$ cat src/rtl/panxi_spsram_arb.sv
// Two-master round-robin arbiter and sequencer in front of one single-port SRAM.
// Each master owns a response slot that holds its read data while the master stalls.
module panxi_spsram_arb #(
    parameter int unsigned DATA_WIDTH = 32,
    parameter int unsigned ADDR_WIDTH = 10,
    parameter int unsigned STRB_WIDTH = DATA_WIDTH / 8
) (
    input  logic                  ACLK,
    input  logic                  ARST,

    input  logic                  M0_REQ_VALID,
    output logic                  M0_REQ_READY,
    input  logic [ADDR_WIDTH-1:0] M0_REQ_ADDR,
    input  logic                  M0_REQ_WRITE,
    input  logic [DATA_WIDTH-1:0] M0_REQ_WDATA,
    input  logic [STRB_WIDTH-1:0] M0_REQ_WSTRB,
    output logic                  M0_RSP_VALID,
    input  logic                  M0_RSP_READY,
    output logic [DATA_WIDTH-1:0] M0_RSP_RDATA,

    input  logic                  M1_REQ_VALID,
    output logic                  M1_REQ_READY,
    input  logic [ADDR_WIDTH-1:0] M1_REQ_ADDR,
    input  logic                  M1_REQ_WRITE,
    input  logic [DATA_WIDTH-1:0] M1_REQ_WDATA,
    input  logic [STRB_WIDTH-1:0] M1_REQ_WSTRB,
    output logic                  M1_RSP_VALID,
    input  logic                  M1_RSP_READY,
    output logic [DATA_WIDTH-1:0] M1_RSP_RDATA,

    output logic                  CEN,
    output logic                  GWEN,
    output logic [DATA_WIDTH-1:0] AWEN,
    output logic [ADDR_WIDTH-1:0] AADDR,
    output logic [DATA_WIDTH-1:0] ADATA_XI,
    input  logic [DATA_WIDTH-1:0] ADATA_XO
);

    typedef enum logic [1:0] {
        SlotEmpty = 2'b00,
        SlotFresh = 2'b01,
        SlotHeld  = 2'b10
    } slot_e;

    logic [1:0]            req_valid;
    logic [1:0]            req_write;
    logic [1:0]            rsp_ready;
    logic [1:0]            slot_empty;
    logic [1:0]            rsp_valid;
    logic [1:0]            eligible;
    logic [1:0]            grant;
    logic [ADDR_WIDTH-1:0] req_addr  [2];
    logic [DATA_WIDTH-1:0] req_wdata [2];
    logic [STRB_WIDTH-1:0] req_wstrb [2];
    logic [DATA_WIDTH-1:0] rsp_rdata [2];
    logic                  last_grant_q;
    logic                  last_grant_d;
    logic                  sel;

    assign req_valid    = {M1_REQ_VALID, M0_REQ_VALID};
    assign req_write    = {M1_REQ_WRITE, M0_REQ_WRITE};
    assign rsp_ready    = {M1_RSP_READY, M0_RSP_READY};
    assign req_addr[0]  = M0_REQ_ADDR;
    assign req_addr[1]  = M1_REQ_ADDR;
    assign req_wdata[0] = M0_REQ_WDATA;
    assign req_wdata[1] = M1_REQ_WDATA;
    assign req_wstrb[0] = M0_REQ_WSTRB;
    assign req_wstrb[1] = M1_REQ_WSTRB;

    // Eligibility uses only slot state and RSP_READY, never ADATA_XO.
    always_comb begin
        eligible = req_valid & ~{2{ARST}} & (slot_empty | rsp_ready);
        grant    = eligible;
        if (&eligible) begin
            grant = last_grant_q ? 2'b01 : 2'b10;
        end
        last_grant_d = last_grant_q;
        if (|grant) begin
            last_grant_d = grant[1];
        end
    end

    always_ff @(posedge ACLK or posedge ARST) begin
        if (ARST) begin
            last_grant_q <= 1'b1;
        end else begin
            last_grant_q <= last_grant_d;
        end
    end

    assign sel = grant[1];

    always_comb begin
        CEN      = 1'b1;
        GWEN     = 1'b1;
        AWEN     = '1;
        AADDR    = '0;
        ADATA_XI = '0;
        if (|grant) begin
            CEN      = 1'b0;
            AADDR    = req_addr[sel];
            ADATA_XI = req_wdata[sel];
            if (req_write[sel]) begin
                GWEN = 1'b0;
                for (int b = 0; b < STRB_WIDTH; b++) begin
                    AWEN[8*b +: 8] = {8{~req_wstrb[sel][b]}};
                end
            end
        end
    end

    for (genvar i = 0; i < 2; i++) begin : g_slot
        slot_e                 slot_q;
        slot_e                 slot_d;
        logic                  wr_q;
        logic                  wr_d;
        logic [DATA_WIDTH-1:0] hold_q;
        logic [DATA_WIDTH-1:0] hold_d;
        logic [DATA_WIDTH-1:0] rdata;

        always_comb begin
            slot_d = slot_q;
            wr_d   = wr_q;
            hold_d = hold_q;
            rdata  = '0;
            case (slot_q)
                SlotFresh: rdata = wr_q ? '0 : ADATA_XO;
                SlotHeld:  rdata = hold_q;
                default:   rdata = '0;
            endcase
            if (grant[i]) begin
                slot_d = SlotFresh;
                wr_d   = req_write[i];
            end else if (slot_q != SlotEmpty) begin
                if (rsp_ready[i]) begin
                    slot_d = SlotEmpty;
                end else begin
                    // Freeze the shared SRAM output before another access overwrites it.
                    slot_d = SlotHeld;
                    hold_d = rdata;
                end
            end
        end

        always_ff @(posedge ACLK or posedge ARST) begin
            if (ARST) begin
                slot_q <= SlotEmpty;
                wr_q   <= 1'b0;
                hold_q <= '0;
            end else begin
                slot_q <= slot_d;
                wr_q   <= wr_d;
                hold_q <= hold_d;
            end
        end

        assign slot_empty[i] = (slot_q == SlotEmpty);
        assign rsp_valid[i]  = ~slot_empty[i];
        assign rsp_rdata[i]  = rdata;
    end

    assign M0_REQ_READY = grant[0];
    assign M1_REQ_READY = grant[1];
    assign M0_RSP_VALID = rsp_valid[0];
    assign M1_RSP_VALID = rsp_valid[1];
    assign M0_RSP_RDATA = rsp_rdata[0];
    assign M1_RSP_RDATA = rsp_rdata[1];

endmodule
$ cat config.mk
export PLATFORM = sky130hd
export DESIGN_NAME = panxi_spsram_arb
export DESIGN_NICKNAME = d
export VERILOG_FILES = /design/src/rtl/panxi_spsram_arb.sv
export SDC_FILE = /design/constraint.sdc
export NUM_CORES = 1
export LEC_CHECK = 0
export BUFFER_PORTS_ARGS = -buffer_cell sky130_fd_sc_hd__buf_2
export CORE_AREA = 2 2 107 109
export DETAILED_ROUTE_END_ITERATION = 10
export DIE_AREA = 0 0 109 111
export PLACE_DENSITY = 0.79
export RECOVER_POWER = 100
export SLEW_MARGIN = 40
export SYNTH_ARGS = -nofsm -noshare
export SYNTH_HDL_FRONTEND = slang
export SYNTH_SLANG_ARGS = --single-unit
export TNS_END_PERCENT = 30
$ cat constraint.sdc
create_clock -name ACLK -period 3.9 [get_ports ACLK]
set_clock_uncertainty 0.05 [all_clocks]
set_input_delay 0.195 -clock ACLK [delete_from_list [all_inputs] [get_ports ACLK]]
set_output_delay 0.195 -clock ACLK [all_outputs]
set_load 0.005 [all_outputs]
Yosys cells after proc, flatten, opt, wreduce, memory -nomap -nowiden
Cells that the tools add are included.
{"block": "word_totals", "reg_bits": 71, "in_bits": 132, "output_inout_bits": 144, "word_cells": 68}
{"block": "op_classes", "order_cmp": 2, "eq_ne": 4, "muxes": 30, "bitwise_logic": 15, "reduce_logical": 10}
{"operator": "2-to-1 mux 32 bit", "count": 8}
{"operator": "one-hot mux 32 bit (2 select lines)", "count": 2}
{"operator": "2-to-1 mux 10 bit", "count": 4}
{"operator": "2-to-1 mux 2 bit", "count": 8}
{"operator": "2-to-1 mux 4 bit", "count": 3}
{"operator": "inverter 1 bit", "count": 10}
{"operator": "nonzero test 2 bit", "count": 4}
{"operator": "AND reduction 3 bit", "count": 2}
{"operator": "2-to-1 mux 1 bit", "count": 5}
{"operator": "bitwise AND 2 bit", "count": 2}
{"operator": "equality test 2 x 1 -> 1 bit, second input constant", "count": 2}
{"operator": "equality test 2 bit, second input constant", "count": 2}
{"operator": "zero test 2 bit", "count": 2}
{"operator": "greater-or-equal comparator 2 bit, second input constant", "count": 1}
{"operator": "less-than comparator 1 x 2 -> 1 bit, second input constant", "count": 1}
{"operator": "inverter 1 -> 2 bit", "count": 1}
{"operator": "inverter 2 bit", "count": 1}
{"operator": "OR 2 bit", "count": 1}
{"operator": "AND reduction 2 bit", "count": 1}
{"operator": "OR reduction 2 bit", "count": 1}

Longest topological paths before layout
Gate-level depths: netlist of run 1.
{"block": "depth", "word_depth": 12, "ltp_mapped": 9, "mapped_depth_nobuf": 6}

Least setup slack after synthesis of run 1
No wires, ideal clock.
{"block": "synth_path", "kind": "register to output", "from": "register g_slot[0].slot_q[0]", "to": "output port AWEN[10]", "t_arrival_ns": 2.452, "required_ns": 3.655, "slack_ns": 1.203, "path_stages_with_launch": 9, "path_buffers": 2, "cell_sequence": "dfrtp_1 -> inv_1 -> ha_1 -> or2_1 -> buf_2 -> a311oi_4 -> mux2_2 -> a32oi_1 -> buf_4"}
{"block": "synth_between", "elab_chain_cells": 12, "word_cells_on_any_way": 15, "classes_between": "mux (8); bitwise (4); reduce/logical (3)"}
{"item": "from (decl)", "line": "113", "rtl": "slot_e slot_q;"}
{"item": "from (signal assigned)", "line": "147", "rtl": "slot_q <= SlotEmpty;"}
{"item": "from (signal assigned)", "line": "151", "rtl": "slot_q <= slot_d;"}
{"item": "zero test 2 bit (*)", "line": "157", "rtl": "assign slot_empty[i] = (slot_q == SlotEmpty);"}
{"item": "OR 2 bit (*)", "line": "72", "rtl": "eligible = req_valid & ~{2{ARST}} & (slot_empty | rsp_ready);"}
{"item": "bitwise AND 2 bit (*)", "line": "72"}
{"item": "AND reduction 2 bit", "line": "74", "rtl": "if (&eligible) begin"}
{"item": "2-to-1 mux 2 bit (*)", "line": "74"}
{"item": "inverter 1 -> 2 bit (implied by the code)", "line": "106", "rtl": "AWEN[8*b +: 8] = {8{~req_wstrb[sel][b]}};"}
{"item": "2-to-1 mux 4 bit (3 in a row)"}
{"item": "inverter 1 bit", "line": "106"}
{"item": "2-to-1 mux 32 bit", "line": "103", "rtl": "if (req_write[sel]) begin"}
{"item": "2-to-1 mux 32 bit (*)", "line": "99", "rtl": "if (|grant) begin"}
{"item": "to (decl)", "line": "33", "rtl": "output logic [DATA_WIDTH-1:0] AWEN,"}
Mark *: on every way between the ends. The rest lies on a longest branch, timed or not. The select of a mux whose other input is x is not followed.

Worst setup path in the final report of run 1
{"block": "layout_path", "from": "register g_slot[1].slot_q[0]", "to": "output port AWEN[11]"}
{"block": "layout_between", "elab_chain_cells": 12, "word_cells_on_any_way": 15, "classes_between": "mux (8); bitwise (4); reduce/logical (3)"}
{"item": "from (decl)", "line": "113"}
{"item": "from (signal assigned)", "line": "147"}
{"item": "from (signal assigned)", "line": "151"}
{"item": "zero test 2 bit (*)", "line": "157"}
{"item": "OR 2 bit (*)", "line": "72"}
{"item": "bitwise AND 2 bit (*)", "line": "72"}
{"item": "AND reduction 2 bit", "line": "74"}
{"item": "2-to-1 mux 2 bit (*)", "line": "74"}
{"item": "inverter 1 -> 2 bit (implied by the code)", "line": "106"}
{"item": "2-to-1 mux 4 bit (3 in a row)"}
{"item": "inverter 1 bit", "line": "106"}
{"item": "2-to-1 mux 32 bit", "line": "103"}
{"item": "2-to-1 mux 32 bit (*)", "line": "99"}
Marked as above.

==> flow_metrics.py, run 1 <==
metrics = {
    "synthesis": {
        "yosys_register_bits": 71,
        "syn_area_per_cell_um2": 9.79,
        "ys_dominant_reg_cell": "dfrtp_1",
        "syn-num-nets": 607,
        "synth_edf_count": 0,
        "post-synth-top-area-cell": "dfrtp_1",
        "seq_area_frac_synth_pct": 38.7,
        "post_synth_num_cell_types": 27,
        "synthArstFlopShare_pct": 100,
        "area_share_of_the_leading_cell_type_in_the_synthesized_netlist_pct": 38.1,
        "syn-cell-area_um2": 4590,
        "cells_taking_the_most_area_after_synthesis": "dfrtp_1 (38%), mux2_2 (17%), a22oi_1 (10%)",
        "synth_warnings": 0,
        "ys_top_cells_by_count": "dfrtp_1 (70), mux2_2 (70), nor2b_1 (66)",
        "netlist_instances": 469,
    },
    "finish": {
        "syn_to_final_growth_pct": 31.8,
        "layout.nets": 837,
        "multi_input_comb_area_um2": 2380,
        "sequential_cell_area_um2": 1780,
        "filler_cell_count": 1035,
        "drive_above_1_share_pct": 38.1,
        "layout.core_utilization_pct": 54.6,
    },
    "setup_path": {
        "critPathSlowestCell": "clkbuf_1",
        "timing.critical_path.required_ns": 3.65,
        "crit_type": "reg2out",
        "worstPathCellList": "inv_1 -> ha_1 -> or2_2 -> a311oi_1 -> clkbuf_1 -> and2_0 -> a32oi_1 -> clkbuf_1",
        "cp_data_arrival_time_ns": 3.23,
        "critPathLaunchType": "flop",
        "endpoint_kind": "output pin",
        "critical_path_peak_fanout": 21,
        "critical_path.max_stage_delay_ns": 0.73,
        "worst_path_most_repeated_cell": "clkbuf_1",
    },
    "grt": {
        "grt_antenna_before_repair": 3,
        "total_track_usage_pct": 25.2,
        "grt_overflow": 0,
        "grt_start_max_net_pins": 56,
        "grt_pass1_vias": 4425,
        "grt_pass1_wl_um": 23600,
    },
    "place": {
        "number_of_buffer_cells_added_on_primary_ports": 275,
        "gpl.final_weighted_congestion": 1.01,
        "dp_hpwl_um": 11800,
        "post-place-ws_ns": 1.01,
    },
    "power": {
        "static-leakage-power_nw": 2.81,
        "p_per_area_nw_per_um2": 590,
        "vdd_ir_drop_max_uv": 324,
    },
    "route": {
        "violation_count_after_the_first_detailed_routing_iteration": 344,
        "route.vias.total": 4537,
        "ant_nets": 0,
        "detail_route.first_pass.iterations": 5,
        "drt-vias-per-instance": 5.35,
        "drt_wl_total_um": 15800,
        "routed_wire_per_std_cell_um": 18.6,
        "route.detailed.drc": 0,
    },
    "job": {
        "maxCapViolations": 0,
    },
    "floorplanning": {
        "rows": 39,
        "die_width_um": 109,
        "floorplan.initialDensity_pct": 41.5,
        "die_h_um": 111,
        "coreArea_um2": 11100,
        "top_level_ports": 276,
        "floorplan.die_area_um2": 12100,
    },
    "sta": {
        "timing_max_transition_violations_final": 0,
        "grt_setup_unrepaired": "false",
        "final_worst_path_period_share_pct": 89.0,
        "report.final.setup_viol": 0,
        "fmaxAchievable_mhz": 288,
        "finalWorstPathRequiredPeriod_ns": 3.47,
        "final_critical_path_setup_slack_ns": 0.427,
        "hold_violations": 0,
        "setup_tns_ns": 0,
        "slew_headroom_pct": 7.37,
        "worst-slew-pin-transition_ns": 1.39,
    },
    "clock_network": {
        "h-tree-depth": 3,
        "buffer_levels_on_the_longest_clock_path": 2,
        "cts-root-buf": "clkbuf_16",
        "insertion_delay_ns": 0.32,
        "post-cts-setup-buffer-count": 0,
        "clock-sinks": 71,
        "clock_tree_from_tritoncts": "built",
        "cts.clk_slew.worst_paths_ns": 0.06,
        "cts_made_buffers": 9,
    },
    "outcome": {
        "status": "completed",
    },
    "worst_hold_path": {
        "hold_path_class": "in2reg",
    },
}
placed cells by master, fill, tap and decap left out, types with 6 or more instances in the layout:
cell,n
nand2_1,54
dfrtp_1,70
clkbuf_2,28
inv_1,8
buf_4,7
clkbuf_16,9
buf_2,142
a22o_1,16
ha_1,6
mux2_2,70
o21ai_0,26
clkbuf_1,109
nor2b_1,64
a22oi_1,64
critical path, delay by kind of cell, from the launching register on:
family | cells | cell delay (ns)
AND/OR/NAND/NOR | 2 | 0.75
flip-flops | 1 | 0.37
adder cells (fa/ha/maj) | 1 | 0.25
buffers and inverters | 3 | 1.00
AO/OA/AOI/OAI | 2 | 0.53
path summary, 6_finish.rpt:
path | start | to | slack [ns] | cells past startpoint
min in group asynchronous | ARST | g_slot[1].slot_q[1] | 0.60 | 3
worst max-delay path | g_slot[1].slot_q[0] | AWEN[11] | 0.43 | 8
worst min-delay path | M0_REQ_WRITE | g_slot[0].wr_q | 0.1 | 2
max in group asynchronous | ARST | g_slot[0].hold_q[6] | 1.41 | 4
worst max register to register | g_slot[0].slot_q[0] | g_slot[0].hold_q[11] | 1.31 | 6
worst min register to register | g_slot[1].hold_q[6] | g_slot[1].hold_q[6] | 0.45 | 1
per-stage QoR:
stage               total power, W  hold slack, ns  instance area [µm²]  std cells
floorplan                  0.00211           0.296                 4590        469
global placement           0.00262           0.202                 5840        830
detailed placement         0.00268           0.219                 5840        830
CTS                        0.00365          0.0952                 6210        847
global route               0.00380           0.108                 6050        848
finish                     0.00357          0.0983                 6050        848
power breakdown:
group	switching (W)	internal, W	leakage [nW]
clock	0.000301	0.000659	0.176
combinational	0.000898	0.000704	1.66
sequential	0.0000979	0.000908	0.973
total	0.00130	0.00227	2.81
layout make-up:
class	count	area share (%)
clock buffer	11	4.18
multi-input combinational	322	39.4
timing repair buffer	287	21.8
sequential	71	29.4
inverter	8	0.496
clock inverter	5	1.72
tap	143	2.96
antenna	1	0.0413
repair_timing:
action	CTS	global route
hold buffers	1	0
gates resized for setup	0	0
setup endpoints to repair	0	0
hold endpoints to repair	15	0
metal layers:
metal / wire length, µm / vias up / global-route usage [%]
met5: 13 / - / 0
met4: 412 / 2 / 7.61
met3: 1490 / 32 / 8.52
met2: 8100 / 209 / 44.6
met1: 5750 / 2187 / 28.2
li1: - / 2107 / -
kinds of logic after synthesis:
logic type               Yosys count  synth area share (%)
AND/OR/NAND/NOR                  125                  14.0
AO/OA/AOI/OAI                    121                  19.1
buffers and inverters             76                  9.32
flip-flops                        71                  38.7
multiplexers                      70                  17.2
adder cells (fa/ha/maj)            6                  1.63
sequential cells by signal, indices dropped and copies added (netlist names):
register,count
g_slot.hold_q,64
g_slot.slot_q,4
g_slot.wr_q,2
last_grant_q,1
(Power assumes the default switching activity.)
==> run 2, diff against run 1 <==
--- a/config.mk
+++ b/config.mk
@@ -5,11 +5,12 @@
 export SDC_FILE = /design/constraint.sdc
 export NUM_CORES = 1
 export LEC_CHECK = 0
+export ABC_AREA = 1
 export BUFFER_PORTS_ARGS = -buffer_cell sky130_fd_sc_hd__buf_2
-export CORE_AREA = 2 2 107 109
+export CORE_AREA = 2 2 108 110
 export DETAILED_ROUTE_END_ITERATION = 10
-export DIE_AREA = 0 0 109 111
-export PLACE_DENSITY = 0.79
+export DIE_AREA = 0 0 110 112
+export PLACE_DENSITY = 0.82
 export RECOVER_POWER = 100
 export SLEW_MARGIN = 40
 export SYNTH_ARGS = -nofsm -noshare
==> run 2 against run 1 <==
The flow now finishes with violations (capacitance limit, slew limit). Non-clock buffer count is 6 lower. Largest cell class unchanged. Register-to-register slack better by 0.15 ns. Synthesized area is 9.1% higher. Hold slack worse by 0.050 ns. Sequential share of layout area is 1.4 points lower. Highest routed layer is now met4.
==> flow_metrics.py, run 2 <==
metrics = {
    "outcome": {
        "status": "finished with violations",
        "violations": "capacitance limit, slew limit",
    },
    "setup_path": {
        "critPathLaunchType": "flop",
        "endpoint_kind": "output pin",
        "crit_type": "reg2out",
        "critical_path_peak_fanout": 29,
        "rr_endpoint": "g_slot[1].wr_q",
        "reg2regPathDepth": 7,
        "ff2ff_setup_slack_ns": 1.46,
        "timing.critical_path.required_ns": 3.65,
        "regToRegStartpoint": "g_slot[1].slot_q[0]",
        "cp_data_arrival_time_ns": 2.86,
    },
    "finish": {
        "largest_registers": "g_slot.hold_q (64), g_slot.slot_q (4), g_slot.wr_q (2)",
        "layout.cells.most_common_list": "nand2_1 (277), buf_2 (207), inv_1 (158)",
        "syn_to_final_growth_pct": 27.1,
        "regMostFlops": "g_slot.hold_q",
        "drive_above_1_share_pct": 23.7,
        "mostFrequentLayoutCell": "nand2_1",
        "largest_register_ff_count": 64,
        "final_instance_area_um2": 6370,
        "filler_cell_count": 1150,
        "layout.nets": 1156,
    },
    "power": {
        "static-leakage-power_nw": 4.04,
        "p_per_area_nw_per_um2": 493,
        "design_power_total_w": 0.00314,
        "portion_of_total_power_attributed_to_sequential_cells_pct": 31.7,
        "internal-power_w": 0.00178,
        "switching_share_pct": 43.3,
        "netSwitchingPower_w": 0.00136,
        "relative_contribution_of_combinational_cells_to_total_power_pct": 44.1,
        "vdd_ir_drop_max_uv": 345,
        "pwr-share-clk_pct": 24.2,
    },
    "synthesis": {
        "yosys_register_bits": 71,
        "area_share_of_the_leading_cell_type_in_the_synthesized_netlist_pct": 35.0,
        "post-synth-top-area-cell": "dfrtp_1",
        "synth.most_common_cell": "nand2_1",
        "syn_area_per_cell_um2": 6.28,
        "synthArstFlopShare_pct": 100,
        "netlist_instances": 798,
        "synth_edf_count": 0,
        "synth_warnings": 0,
        "ys_top_cells_by_count": "nand2_1 (276), inv_1 (155), o21ai_0 (144)",
        "cells_taking_the_most_area_after_synthesis": "dfrtp_1 (35%), nand2_1 (21%), o21ai_0 (14%)",
        "seq_area_frac_synth_pct": 35.5,
        "ys_dominant_reg_cell": "dfrtp_1",
        "syn-num-nets": 936,
        "post_synth_num_cell_types": 24,
        "syn-cell-area_um2": 5010,
    },
    "sta": {
        "slew_headroom_pct": -19.2,
        "finalWorstPathRequiredPeriod_ns": 3.11,
        "setup_tns_ns": 0,
        "grt_setup_unrepaired": "false",
        "worst-slew-pin-transition_ns": 1.79,
        "fmaxAchievable_mhz": 322,
        "report.final.setup_viol": 0,
        "final_worst_path_period_share_pct": 79.7,
        "timing_max_transition_violations_final": 72,
        "final_critical_path_setup_slack_ns": 0.793,
        "hold_violations": 0,
    },
    "worst_hold_path": {
        "hold_path_class": "in2reg",
        "min_from": "M0_REQ_WRITE",
        "hold_end": "g_slot[0].wr_q",
        "min_delay_path_depth": 3,
    },
    "clock_network": {
        "cts_made_buffers": 9,
        "cells_resized_by_post_cts_repair": 0,
        "h-tree-depth": 3,
        "clock-sinks": 71,
        "post-cts-setup-buffer-count": 0,
        "cts-root-buf": "clkbuf_16",
        "clock_tree_from_tritoncts": "built",
        "ctsHoldBuffers": 0,
        "cts.clk_slew.worst_paths_ns": 0.06,
        "buffer_levels_on_the_longest_clock_path": 2,
        "insertion_delay_ns": 0.32,
    },
    "floorplanning": {
        "floorplan.die_area_um2": 12300,
        "coreArea_um2": 11200,
        "die_width_um": 110,
        "floorplan.initialDensity_pct": 44.8,
        "top_level_ports": 276,
        "rows": 39,
        "die_h_um": 112,
    },
    "grt": {
        "grt_pass1_wl_um": 24200,
        "grt_pass1_vias": 4831,
        "grt_antenna_before_repair": 3,
        "total_track_usage_pct": 25.2,
        "grt_overflow": 0,
        "grt_start_max_net_pins": 72,
    },
    "route": {
        "route.detailed.drc": 0,
        "drt_wl_total_um": 15600,
        "drt-vias-per-instance": 4.78,
        "routed_wire_per_std_cell_um": 13.3,
        "violation_count_after_the_first_detailed_routing_iteration": 524,
        "ant_nets": 0,
        "route.vias.total": 5589,
        "detail_route.first_pass.iterations": 5,
    },
    "place": {
        "postPlaceCellArea_um2": 6190,
        "gpl.final_weighted_congestion": 0.865,
        "number_of_buffer_cells_added_on_primary_ports": 275,
        "post-place-ws_ns": 1.27,
        "dp_hpwl_um": 11500,
    },
    "job": {
        "maxCapViolations": 1,
    },
}
==> run 2: per-layer routing <==
metal  global-route usage [%]  vias up  share of wire, %
met5                        0        -                 0
met4                     7.76        0               2.0
met3                     4.68       20               8.0
met2                     39.8      266                47
met1                     34.8     2485                43
li1                         -     2818                 -
==> run 2: area by class of cell <==
class	instances	area [µm²]	share of cell area, %
diodes	3	7.51	0.118
inverters	161	608	9.55
well taps	143	179	2.81
clock buffers	13	260	4.09
multi-input cells	494	2180	34.2
clock inverters	3	17.5	0.275
repair buffers	281	1340	21.0
flip-flops and latches	71	1780	27.9
==> run 2: how the worst max path moves through the flow <==
stage | start | end | slack (ns) | depth (start not counted)
2_1_floorplan | ARST | AWEN[10] | 1.44 | 8
3_3_place_gp | g_slot[0].slot_q[0] | ADATA_XI[9] | 1.34 | 10
3_5_place_dp | g_slot[0].slot_q[0] | ADATA_XI[10] | 1.27 | 10
4_1_cts | g_slot[0].slot_q[0] | ADATA_XI[15] | 0.91 | 10
5_1_grt | g_slot[1].slot_q[0] | AADDR[2] | 0.44 | 9
6_report | g_slot[1].slot_q[0] | AADDR[2] | 0.79 | 9
==> run 2: logic make-up after synthesis <==
logic type               Yosys count  synth area share, %
AO/OA/AOI/OAI                    152                 15.3
adder cells (fa/ha/maj)            6                 1.50
buffers and inverters            233                 20.7
flip-flops                        71                 35.5
AND/OR/NAND/NOR                  336                 27.0
==> run 2: critical path, cell delays in order (launching register included) <==
cell and delay, ns:
dfrtp_1 0.38, inv_1 0.09, ha_1 0.19, nor2_1 0.10, nor2_1 0.49, nand2_1 0.19
inv_1 0.64, nand2_1 0.12, nand2_1 0.14, clkbuf_1 0.19
==> run 2: power groups by stage <==
stage                     Sequential, W  Clock [W]  Combinational, W
final                          0.000995   0.000759           0.00138
after global routing            0.00102   0.000804           0.00158
after global placement         0.000998          0           0.00139
after CTS                      0.000993   0.000771           0.00144
after floorplan                0.000988          0          0.000955
after detailed placement        0.00101          0           0.00143
==> run 2: metrics by stage <==
step / cells / hold WS, ns / utilization (%)
final: 1169 / 0.0480 / 57.0
after global routing: 1169 / 0.0446 / 57.0
after CTS: 1166 / 0.0410 / 57.9
after detailed placement: 1150 / 0.378 / 55.4
after global placement: 1150 / 0.375 / 55.3
after floorplan: 798 / 0.266 / -
==> run 3, diff against run 2 <==
--- a/config.mk
+++ b/config.mk
@@ -5,12 +5,11 @@
 export SDC_FILE = /design/constraint.sdc
 export NUM_CORES = 1
 export LEC_CHECK = 0
-export ABC_AREA = 1
+export ABC_AREA = 0
 export BUFFER_PORTS_ARGS = -buffer_cell sky130_fd_sc_hd__buf_2
-export CORE_AREA = 2 2 108 110
+export CORE_UTILIZATION = 40
 export DETAILED_ROUTE_END_ITERATION = 10
-export DIE_AREA = 0 0 110 112
-export PLACE_DENSITY = 0.82
+export PLACE_DENSITY = 0.79
 export RECOVER_POWER = 100
 export SLEW_MARGIN = 40
 export SYNTH_ARGS = -nofsm -noshare
==> constraint.sdc (replaced) <==
create_clock -name ACLK -period 2.5 [get_ports ACLK]
set_clock_uncertainty 0.05 [all_clocks]
set_input_delay 0.125 -clock ACLK [delete_from_list [all_inputs] [get_ports ACLK]]
set_output_delay 0.125 -clock ACLK [all_outputs]
set_load 0.005 [all_outputs]
==> run 3 against run 2 <==
The flow now finishes without violations. Design area rose by 0.65%. Clock-buffer cell count fell by 2. Global-route usage rose by 0.77 points. Sequential cell count did not move. Critical path type unchanged. Largest power group unchanged. Highest routed layer unchanged.
==> flow_metrics.py, run 3 (synthesized netlist as in run 1, its figures left out) <==
metrics = {
    "power": {
        "pwr-share-clk_pct": 22.9,
        "p_per_area_nw_per_um2": 894,
        "static-leakage-power_nw": 3.29,
        "switching_share_pct": 37.1,
        "internal-power_w": 0.00360,
        "relative_contribution_of_combinational_cells_to_total_power_pct": 49.7,
        "portion_of_total_power_attributed_to_sequential_cells_pct": 27.4,
        "design_power_total_w": 0.00573,
        "vdd_ir_drop_max_uv": 466,
        "netSwitchingPower_w": 0.00212,
    },
    "setup_path": {
        "crit_type": "reg2out",
        "critPathLaunchType": "flop",
        "timing.critical_path.required_ns": 2.33,
        "endpoint_kind": "output pin",
        "reg2regPathDepth": 6,
        "ff2ff_setup_slack_ns": 0.44,
        "cp_data_arrival_time_ns": 2.32,
        "critical_path_peak_fanout": 8,
        "regToRegStartpoint": "g_slot[1].slot_q[1]",
        "rr_endpoint": "g_slot[0].wr_q",
    },
    "floorplanning": {
        "floorplan.initialDensity_pct": 41.6,
        "top_level_ports": 276,
        "die_h_um": 109,
        "floorplan.die_area_um2": 11900,
        "die_width_um": 109,
        "coreArea_um2": 11000,
        "rows": 38,
    },
    "clock_network": {
        "clock_tree_from_tritoncts": "built",
        "insertion_delay_ns": 0.33,
        "h-tree-depth": 3,
        "clock-sinks": 71,
        "cts_made_buffers": 9,
        "buffer_levels_on_the_longest_clock_path": 2,
        "cts.clk_slew.worst_paths_ns": 0.06,
        "cts-root-buf": "clkbuf_16",
    },
    "sta": {
        "hold_violations": 0,
        "worst-slew-pin-transition_ns": 0.926,
        "grt_setup_unrepaired": "true",
        "slew_headroom_pct": 38.2,
        "timing_max_transition_violations_final": 0,
        "fmaxAchievable_mhz": 401,
        "report.final.setup_viol": 0,
        "finalWorstPathRequiredPeriod_ns": 2.49,
        "final_worst_path_period_share_pct": 99.7,
    },
    "worst_hold_path": {
        "hold_path_class": "in2reg",
        "hold_end": "g_slot[0].wr_q",
        "min_delay_path_depth": 2,
        "min_from": "M0_REQ_WRITE",
    },
    "route": {
        "drt-vias-per-instance": 5.41,
        "ant_nets": 0,
        "detail_route.first_pass.iterations": 7,
        "drt_wl_total_um": 15900,
        "violation_count_after_the_first_detailed_routing_iteration": 310,
        "routed_wire_per_std_cell_um": 18.4,
        "route.detailed.drc": 0,
        "route.vias.total": 4677,
    },
    "finish": {
        "largest_register_ff_count": 64,
        "layout.cells.most_common_list": "buf_2 (271), dfrtp_1 (70), mux2_2 (67)",
        "filler_cell_count": 944,
        "syn_to_final_growth_pct": 39.5,
        "largest_registers": "g_slot.hold_q (64), g_slot.slot_q (4), g_slot.wr_q (2)",
        "drive_above_1_share_pct": 56.4,
        "final_cells": 865,
        "layout.nets": 855,
        "layout.core_utilization_pct": 58.1,
        "mostFrequentLayoutCell": "buf_2",
        "regMostFlops": "g_slot.hold_q",
    },
    "job": {
        "maxCapViolations": 0,
    },
    "grt": {
        "grt_antenna_before_repair": 2,
        "grt_start_max_net_pins": 43,
        "total_track_usage_pct": 25.9,
        "grt_overflow": 0,
        "grt_pass1_vias": 4578,
        "grt_pass1_wl_um": 23000,
    },
    "place": {
        "gpl.final_weighted_congestion": 0.883,
        "dp_hpwl_um": 11800,
        "number_of_buffer_cells_added_on_primary_ports": 275,
        "dp_cells": 835,
    },
    "outcome": {
        "status": "completed",
    },
}
[run 3: cell types whose count changed in the layout (fill, tap and decap cells not counted), sizes merged, moves of 4 or more]
cell    before  now
o21ai      148   29
nand2      280   54
nand3       36    0
nor2        20    1
inv        160    8
a32oi        0    4
nor2b        0   66
a22o         0   16
mux2         0   70
a22oi        0   64
clkbuf      81   14
buf        213  301
[run 3: final cells by class]
class                      count  area (µm²)  area share [%]
antenna                        3        7.51           0.117
clock buffer                  11         253            3.94
clock inverter                 5        56.3           0.879
inverter                       8        30.0           0.469
multi-input combinational    322        2480            38.7
sequential                    71        1780            27.7
tap                          140         175            2.73
timing repair buffer         305        1630            25.4
[run 3: how the worst max path moves through the flow]
stage                             start        to  cells past startpoint
floorplan           g_slot[0].slot_q[0]   AWEN[1]                      8
global placement    g_slot[0].slot_q[0]   AWEN[5]                      8
detailed placement  g_slot[0].slot_q[0]  AWEN[15]                      7
CTS                 g_slot[0].slot_q[0]  AWEN[15]                      8
global route        g_slot[1].slot_q[1]   AWEN[4]                      9
finish              g_slot[0].slot_q[0]   AWEN[7]                      9
[run 3: power by group through the flow]
stage               Combinational, W  Sequential [W]  Clock, W
floorplan                    0.00177         0.00154         0
global placement             0.00257         0.00156         0
detailed placement           0.00264         0.00159         0
CTS                          0.00276         0.00157   0.00134
global route                 0.00308         0.00160   0.00139
finish                       0.00285         0.00157   0.00131
[run 3: per-layer routing]
metal	wire length (µm)	track usage, %	vias up
met2	8460	47.9	229
li1	-	-	2142
met3	1160	6.93	46
met5	0	0	-
met4	524	13.9	0
met1	5760	26.4	2260
[run 3: per-stage QoR]
stage / area, µm² / setup TNS (ns) / hold WS (ns) / worst slack, ns
floorplan: 4610 / -1.78 / 0.226 / -0.127
global placement: 5910 / 0 / 0.0260 / 0.0721
detailed placement: 5910 / -0.127 / 0.0407 / -0.0140
CTS: 6320 / -0.121 / 0.0370 / -0.0174
global route: 6400 / -1.79 / 0.0372 / -0.0704
finish: 6410 / 0 / 0.0614 / 0.00729
[run 3: what timing repair did]
item	CTS	global route
gates resized for setup	10	13
hold buffers	1	0
cloned	0	0
buffers inserted	5	5
endpoints found under the setup margin	96	49
hold endpoints to repair	4	0
pin swaps	2	4
[run 3: worst max-delay path, cell delays in order (launching register included)]
cell and delay, ns:
dfrtp_1 0.36, inv_2 0.06, ha_4 0.15, or2_4 0.24, a311oi_4 0.24, buf_4 0.19, mux2_4 0.29, a32oi_1 0.15
buf_4 0.18, buf_2 0.12
